==> src/rtl/vga_plot_arbiter.sv <==
// Round-robin arbiter that hands the single VGA plot port to one sprite engine per burst of BURST_LEN pixels.
// Pixel path is registered (one cycle behind the strobe); define VGA_ARB_WATCHDOG_EN to revoke idle grants.
module vga_plot_arbiter #(
    parameter int NUM_REQ     = 4,
    parameter int BURST_LEN   = 16,
    parameter int WDOG_CYCLES = 64
) (
    input  logic                 clk,
    input  logic                 reset,
    input  logic [NUM_REQ-1:0]   req,
    input  logic [NUM_REQ-1:0]   req_plot,
    input  logic [7*NUM_REQ-1:0] req_x,
    input  logic [7*NUM_REQ-1:0] req_y,
    input  logic [3*NUM_REQ-1:0] req_c,
    output logic [NUM_REQ-1:0]   grant,
    output logic [NUM_REQ-1:0]   done,
    output logic [6:0]           vga_x,
    output logic [6:0]           vga_y,
    output logic [2:0]           vga_c,
    output logic                 vga_plot,
    output logic                 busy,
    output logic                 timeout
);

    localparam int PW = $clog2(NUM_REQ);
    localparam int CW = $clog2(BURST_LEN) + 1;

    typedef enum logic [1:0] {
        IDLE  = 2'd0,
        GRANT = 2'd1,
        GAP   = 2'd2
    } state_t;

    state_t               state_q, state_d;
    logic [NUM_REQ-1:0]   grant_q, grant_d;
    logic [NUM_REQ-1:0]   done_q, done_d;
    logic [6:0]           x_q, x_d, y_q, y_d;
    logic [2:0]           c_q, c_d;
    logic                 plot_q, plot_d;
    logic [PW-1:0]        rr_q, rr_d;
    logic [PW-1:0]        own_q, own_d;
    logic [PW-1:0]        pick, nxt;
    logic [CW-1:0]        cnt_q, cnt_d;
    logic                 found;
    logic                 accept;
    int                   scan;

`ifdef VGA_ARB_WATCHDOG_EN
    localparam int WW = $clog2(WDOG_CYCLES) + 1;
    logic [WW-1:0]        wdog_q, wdog_d;
    logic                 timeout_q, timeout_d;
`endif

    always_comb begin
        state_d = state_q;
        grant_d = grant_q;
        done_d  = '0;
        x_d     = x_q;
        y_d     = y_q;
        c_d     = c_q;
        plot_d  = 1'b0;
        rr_d    = rr_q;
        own_d   = own_q;
        cnt_d   = cnt_q;
        found   = 1'b0;
        pick    = '0;
        scan    = 0;
`ifdef VGA_ARB_WATCHDOG_EN
        wdog_d    = wdog_q;
        timeout_d = 1'b0;
`endif
        accept = req_plot[own_q] & req[own_q];
        nxt    = (own_q == PW'(NUM_REQ - 1)) ? '0 : own_q + PW'(1);

        // Circular scan starting at rr_ptr; first hit wins.
        for (int k = 0; k < NUM_REQ; k++) begin
            scan = int'(rr_q) + k;
            if (scan >= NUM_REQ) scan = scan - NUM_REQ;
            if (!found && req[scan]) begin
                found = 1'b1;
                pick  = PW'(scan);
            end
        end

        case (state_q)
            IDLE: begin
                if (found) begin
                    grant_d       = '0;
                    grant_d[pick] = 1'b1;
                    own_d         = pick;
                    cnt_d         = '0;
                    state_d       = GRANT;
`ifdef VGA_ARB_WATCHDOG_EN
                    wdog_d        = '0;
`endif
                end
            end
            GRANT: begin
                if (accept) begin
                    plot_d = 1'b1;
                    x_d    = req_x[7*int'(own_q) +: 7];
                    y_d    = req_y[7*int'(own_q) +: 7];
                    c_d    = req_c[3*int'(own_q) +: 3];
                end
                if (!req[own_q]) begin
                    grant_d = '0;
                    rr_d    = nxt;
                    cnt_d   = '0;
                    state_d = GAP;
                end else if (accept) begin
`ifdef VGA_ARB_WATCHDOG_EN
                    wdog_d = '0;
`endif
                    if (cnt_q == CW'(BURST_LEN - 1)) begin
                        done_d[own_q] = 1'b1;
                        grant_d       = '0;
                        rr_d          = nxt;
                        cnt_d         = '0;
                        state_d       = GAP;
                    end else begin
                        cnt_d = cnt_q + CW'(1);
                    end
                end
`ifdef VGA_ARB_WATCHDOG_EN
                else if (wdog_q == WW'(WDOG_CYCLES - 1)) begin
                    timeout_d = 1'b1;
                    grant_d   = '0;
                    rr_d      = nxt;
                    cnt_d     = '0;
                    state_d   = GAP;
                end else begin
                    wdog_d = wdog_q + WW'(1);
                end
`endif
            end
            GAP: begin
                state_d = IDLE;
            end
            default: begin
                state_d = IDLE;
            end
        endcase
    end

    always_ff @(posedge clk) begin
        if (reset) begin
            state_q <= IDLE;
            grant_q <= '0;
            done_q  <= '0;
            x_q     <= '0;
            y_q     <= '0;
            c_q     <= '0;
            plot_q  <= 1'b0;
            rr_q    <= '0;
            own_q   <= '0;
            cnt_q   <= '0;
        end else begin
            state_q <= state_d;
            grant_q <= grant_d;
            done_q  <= done_d;
            x_q     <= x_d;
            y_q     <= y_d;
            c_q     <= c_d;
            plot_q  <= plot_d;
            rr_q    <= rr_d;
            own_q   <= own_d;
            cnt_q   <= cnt_d;
        end
    end

`ifdef VGA_ARB_WATCHDOG_EN
    always_ff @(posedge clk) begin
        if (reset) begin
            wdog_q    <= '0;
            timeout_q <= 1'b0;
        end else begin
            wdog_q    <= wdog_d;
            timeout_q <= timeout_d;
        end
    end

    assign timeout = timeout_q;
`else
    logic unused_wdog;
    assign unused_wdog = (WDOG_CYCLES > 0);
    assign timeout     = 1'b0;
`endif

    assign grant    = grant_q;
    assign done     = done_q;
    assign vga_x    = x_q;
    assign vga_y    = y_q;
    assign vga_c    = c_q;
    assign vga_plot = plot_q;
    assign busy     = (state_q != IDLE);

endmodule

==> config.mk <==
export PLATFORM = sky130hd
export DESIGN_NAME = vga_plot_arbiter
export DESIGN_NICKNAME = d
export VERILOG_FILES = /design/src/rtl/vga_plot_arbiter.sv
export SDC_FILE = /design/constraint.sdc
export NUM_CORES = 1
export LEC_CHECK = 0
export CAP_MARGIN = 20
export CORE_MARGIN = 5
export CORE_UTILIZATION = 40
export CTS_CLUSTER_SIZE = 16
export DETAILED_ROUTE_END_ITERATION = 8
export PLACE_DENSITY = 0.79
export SYNTH_ARGS = -nofsm -noshare
export SYNTH_HDL_FRONTEND = slang
export SYNTH_SLANG_ARGS = --single-unit
==> constraint.sdc <==
create_clock -name clk -period 2.45 [get_ports clk]
set_input_delay 0.6125 -clock clk [delete_from_list [all_inputs] [get_ports clk]]
set_output_delay 0.6125 -clock clk [all_outputs]
set_load 0.005 [all_outputs]
==> results.ini, run 1 <==
[status]
status=finished clean

[grt]
grt_pass1_wl_mm=9.04
track_usage_pct=17.8
overflow=0
grt_max_degree=23
grt_antenna_before_repair=0
grt_pass1_vias=1940

[clocking]
clk-insertion-delay-late_ns=0.28
clock_path_buffers=2
root_buffer=clkbuf_8
cts-resized-gates=0
numCtsBuffers=5
cts_sinks=37
cts_tree=yes
htreeDepth=2
holdBufCountCts=0
post_cts_buffers=0
clkSlewWorstSetupHoldPaths_ns=0.07

[floorplanning]
io_pins=106
dieHeight_um=81.1
start_util_pct=41.9
die_x_um=81.1
rows=25
die_area_um2=6570
core_um2=4820

[placed_design]
dpl.cell_count=374
hpwl_mm=4.57
io_buffers=104
routabilityCongestion=0.741

[yosys]
synth_edf_count=0
postSynthCellCount=209
yosysUniqueCellTypes=38
syn_nets=292
synth-main-ff-cell=dfxtp_1
ys_top_cells_by_area=dfxtp_1 (37%), mux4_2 (21%), nand2_1 (8.0%)
yosysTopAreaCellShare_pct=36.7
ys_seq_elements=37
synthMostInstantiatedCell=nand2_1
ys_top_cells_by_count=nand2_1 (43), dfxtp_1 (37), a21oi_1 (25)
synth_top_cell_by_area=dfxtp_1
yosys_warnings=0
ys_seq_area_share_pct=36.7
postSynth.asyncResetShare_pct=0
syn_area_um2=2020
syn_area_per_cell_um2=9.67

[finish]
fin_cells=381
drive_above_1_share_pct=13.4
multi_input_area_um2=1170
syn_to_final_growth_pct=60.2
post-route-util_pct=67.2
diodes=0
fill_cells=436
seq_area_um2=742
layout.nets=397

[sta]
post-route-period-util_pct=88.2
fmax_ghz=0.463
tightestPinTransition_ns=0.649
finalSetupTns_ns=0
final.setup_skew_ns=0.00601
maxSlewViolCount=0
rsz0062_at_grt=false
period_needed_ns=2.16
slew_headroom_pct=56.7
hold_viol_final=0
setup_viol=0

[detailed_routing]
vias=1942
postRouteAntennaNets=0
drc_errors=0
wl_per_cell_um=14.9
post_drt_via_cell_ratio=5.10
drt_iter0_drc=109
routed_wl_mm=5.66
firstDrtPassIters=4

[worst_setup_path]
cp.required_ns=2.66
worstSetupPathType=in -> reg
cp_max_fo=17
end_kind=register
cp-start-kind=input pin
cp.arrival_ns=2.37

[min_path]
hold_class=reg -> reg

[flow_run]
drv_cap=0

[power]
powerDensity_nw_per_um2=465
peakVddDrop_mv=0.368
p_leak_nw=1.15

==> cell families (layout without fill, tap and decap cells) <==
logic type	count (synthesis)	count (layout)	share of synthesized area, %
and+or+nand+nor	75	75	17.4
muxes	24	24	23.7
buffers and inverters	23	128	5.26
other	1	1	0.186
AOI/OAI and AO/OA	44	44	13.7
DFF	37	37	36.7
adders and majority gates	5	5	3.10
==> power breakdown <==
part / switching [mW] / total (mW) / internal (mW)
clock network: 0.195 / 0.418 / 0.223
logic: 0.161 / 0.434 / 0.273
registers: 0.0218 / 0.654 / 0.632
==> worst paths after layout <==
path,from,to,slack (ns),depth (start not counted)
max,req[0],vga_x[4],0.29,5
min,vga_y[0],vga_y[0],0.45,2
max reg2reg,own_q[1],vga_x[4],0.66,4
min reg2reg,vga_y[0],vga_y[0],0.45,2
==> final cells by class <==
cell class                      instances  share of cell area, %
Tap cell                               67                   2.59
Multi-Input combinational cell        149                   36.3
Timing Repair Buffer                  113                   34.6
Sequential cell                        37                   22.9
Inverter                                8                  0.928
Clock buffer                            7                   2.67
==> routing by layer <==
| layer | GRT usage [%] | share of wire (%) | vias up |
|---|---|---|---|
| li1 | - | - | 961 |
| met1 | 20.3 | 39 | 914 |
| met2 | 31.5 | 51 | 65 |
| met3 | 6.98 | 9.4 | 2 |
| met4 | 3.21 | 0.21 | 0 |
| met5 | 0 | 0 | - |
==> stage by stage <==
| step | area, um^2 | hold slack (ns) | setup WS (ns) | power [mW] |
|---|---|---|---|---|
| finish | 3240 | 0.454 | 0.290 | 1.51 |
| global route | 3240 | 0.476 | 0.139 | 1.59 |
| CTS | 3240 | 0.455 | 0.269 | 1.53 |
| detailed placement | 3150 | 0.445 | -0.0292 | 1.11 |
| global placement | 3150 | 0.441 | 0.0738 | 1.10 |
| floorplan | 2020 | 0.449 | 0.592 | 0.887 |
==> sequential cells by signal, indices dropped and copies added, names as in the netlist <==
register,count
vga_x,7
vga_y,7
cnt_q,5
done,4
grant,4
vga_c,3
own_q,2
rr_q,2
state_q,2
vga_plot,1
==> placed cells by master (no fill, tap or decap), types with 3 or more instances in the layout <==
cell,n
mux2i_1,5
mux4_2,19
buf_4,8
inv_1,8
a21oi_1,25
ha_1,5
nand3_1,3
nand2_1,43
clkdlybuf4s50_1,104
or4_1,3
nor2_1,8
clkbuf_8,6
and2_1,4
dfxtp_1,36
==> critical path, stage by stage <==
cell	delay (ns)
clkdlybuf4s50_1	0.57
mux4_2	0.31
and3_1	0.58
nand2_1	0.13
a21oi_1	0.16
Power figures use the tool's default switching activity.
==> inputs of run 2 (changes only) <==
--- a/config.mk
+++ b/config.mk
@@ -5,6 +5,7 @@
 export SDC_FILE = /design/constraint.sdc
 export NUM_CORES = 1
 export LEC_CHECK = 0
+export ABC_CLOCK_PERIOD_IN_PS = 2450
 export CAP_MARGIN = 20
 export CORE_MARGIN = 5
 export CORE_UTILIZATION = 40
==> results of run 2 <==
The final DEF is identical to that of run 1; final timing and power are the same.
==> inputs of run 3 (changes only) <==
--- a/config.mk
+++ b/config.mk
@@ -9,9 +9,11 @@
 export CAP_MARGIN = 20
 export CORE_MARGIN = 5
 export CORE_UTILIZATION = 40
+export CTS_BUF_LIST = sky130_fd_sc_hd__clkbuf_4 sky130_fd_sc_hd__clkbuf_8
 export CTS_CLUSTER_SIZE = 16
 export DETAILED_ROUTE_END_ITERATION = 8
 export PLACE_DENSITY = 0.79
+export SLEW_MARGIN = 25
 export SYNTH_ARGS = -nofsm -noshare
 export SYNTH_HDL_FRONTEND = slang
 export SYNTH_SLANG_ARGS = --single-unit
==> results.ini, run 3 (synthesis results as in run 1) <==
[placed_design]
hpwl_mm=4.57  ; unchanged
io_buffers=104  ; unchanged
place_area_um2=3150  ; unchanged
routabilityCongestion=0.741  ; unchanged
dp_slack_ns=-0.0292  ; unchanged
dpl.cell_count=374  ; unchanged

[finish]
finalInstanceArea_um2=3240  ; about the same
fill_cells=432  ; was 436
post-route-util_pct=67.3  ; was 67.2%
fin_cells=381  ; unchanged
final_common_cell=clkdlybuf4s50_1  ; unchanged
diodes=0  ; unchanged
layout.nets=397  ; unchanged
drive_above_1_share_pct=13.7  ; was 13.4%
syn_to_final_growth_pct=60.4  ; was 60.2%
mostFrequentLayoutCells=clkdlybuf4s50_1 (104), nand2_1 (43), dfxtp_1 (36)  ; unchanged

[worst_setup_path]
end_kind=register  ; unchanged
cp_max_fo=17  ; unchanged
cp-start-kind=input pin  ; unchanged
worstSetupPathType=in -> reg  ; unchanged
crit_slowest_cell=and3_1  ; unchanged
cp.required_ns=2.66  ; about the same
path_cells=clkdlybuf4s50_1 > mux4_2 > and3_1 > nand2_1 > a21oi_1  ; unchanged
cp.arrival_ns=2.37  ; about the same
path_delay_family=simple AND/OR/NAND/NOR gates  ; unchanged
cp.buffers_inverters=1  ; unchanged
critPathMaxStageDelay_ns=0.58  ; about the same

[clocking]
post_cts_buffers=0  ; unchanged
holdBufCountCts=0  ; unchanged
cts_tree=yes  ; unchanged
clkSlewWorstSetupHoldPaths_ns=0.07  ; about the same
numCtsBuffers=5  ; unchanged
root_buffer=clkbuf_8  ; unchanged
htreeDepth=2  ; unchanged
clk-insertion-delay-late_ns=0.28  ; about the same
cts_sinks=37  ; unchanged
cts-resized-gates=0  ; unchanged
clock_path_buffers=2  ; unchanged

[detailed_routing]
postRouteAntennaNets=0  ; unchanged
vias=1936  ; was 1,942
firstDrtPassIters=4  ; unchanged
drc_errors=0  ; unchanged
drt_iter0_drc=106  ; was 109
routed_wl_mm=5.66  ; about the same
wl_per_cell_um=14.9  ; about the same
post_drt_via_cell_ratio=5.08  ; was 5.10

[floorplanning]
die_area_um2=6570  ; unchanged
rows=25  ; unchanged
io_pins=106  ; unchanged
dieHeight_um=81.1  ; unchanged
die_x_um=81.1  ; unchanged
start_util_pct=41.9  ; unchanged
core_um2=4820  ; unchanged

[power]
p_int_mw=1.14  ; was 1.13 mW
powerDensity_nw_per_um2=468  ; was 465 nW/um^2
combPwrFrac_pct=28.6  ; was 28.8%
switching_share_pct=24.9  ; was 25.1%
p_leak_nw=1.15  ; about the same
pwr-share-clk_pct=28.3  ; was 27.8%
seqPwrFrac_pct=43.1  ; was 43.4%
power_switching_mw=0.378  ; about the same
peakVddDrop_mv=0.371  ; was 0.368 mV

[sta]
final.setup_skew_ns=0.00675  ; was 0.00601 ns
setup_ws_ns=0.291  ; was 0.290 ns
setup_viol=0  ; unchanged
fmax_ghz=0.463  ; about the same
maxSlewViolCount=0  ; unchanged
tightestPinTransition_ns=0.650  ; was 0.649 ns
slew_headroom_pct=56.7  ; about the same
finalSetupTns_ns=0  ; unchanged
rsz0062_at_grt=false  ; unchanged
hold_viol_final=0  ; unchanged
period_needed_ns=2.16  ; about the same
post-route-period-util_pct=88.1  ; was 88.2%

[min_path]
hold_class=reg -> reg  ; unchanged

[grt]
overflow=0  ; unchanged
grt_pass1_wl_mm=9.04  ; unchanged
grt_pass1_vias=1937  ; was 1,940
grt_max_degree=23  ; unchanged
track_usage_pct=17.8  ; unchanged
grt_antenna_before_repair=0  ; unchanged

[flow_run]
drv_cap=0  ; unchanged

[status]
status=finished clean  ; unchanged

[run 3: stage by stage]
| stage | total power [mW] | hold slack, ns |
|---|---|---|
| floorplan | 0.887 | 0.449 |
| global placement | 1.10 | 0.441 |
| detailed placement | 1.11 | 0.445 |
| CTS | 1.54 | 0.455 |
| global route | 1.60 | 0.476 |
| finish | 1.52 | 0.454 |
[run 3: area by class of cell]
| cell class | count | area (um^2) | area share, % |
|---|---|---|---|
| clock buffer | 7 | 90.1 | 2.78 |
| inverter | 8 | 30.0 | 0.927 |
| multi-input combinational | 149 | 1170 | 36.2 |
| sequential | 37 | 742 | 22.9 |
| tap | 67 | 83.8 | 2.59 |
| timing repair buffer | 113 | 1120 | 34.6 |
[run 3: final timing paths]
check | startpoint | end | slack, ns | depth (start not counted)
setup / recovery | req[0] | vga_x[4] | 0.29 | 5
hold / removal | vga_y[0] | vga_y[0] | 0.45 | 2
setup reg to reg | own_q[1] | vga_x[4] | 0.66 | 4
hold reg to reg | vga_y[0] | vga_y[0] | 0.45 | 2
[run 3: per-layer routing]
| metal | part of all wire (%) | global-route usage (%) | wire, um | vias to the layer above |
|---|---|---|---|---|
| li1 | - | - | - | 961 |
| met2 | 51 | 31.4 | 2890 | 68 |
| met4 | 0.21 | 3.21 | 12 | 0 |
| met1 | 39 | 20.4 | 2210 | 905 |
| met3 | 9.7 | 6.98 | 548 | 2 |
| met5 | 0 | 0 | 0 | - |
[run 3: power groups by stage]
stage / registers (mW) / logic [mW] / clock network, mW
floorplan: 0.663 / 0.224 / 0
global placement: 0.666 / 0.430 / 0
detailed placement: 0.668 / 0.438 / 0
CTS: 0.654 / 0.439 / 0.447
global route: 0.658 / 0.473 / 0.471
finish: 0.654 / 0.433 / 0.430
[run 3: worst register-to-register path: stages, from the launching register on]
cell	delay [ns]
dfxtp_1	0.47
mux4_2	0.35
and3_1	0.60
nand2_1	0.14
a21oi_1	0.16
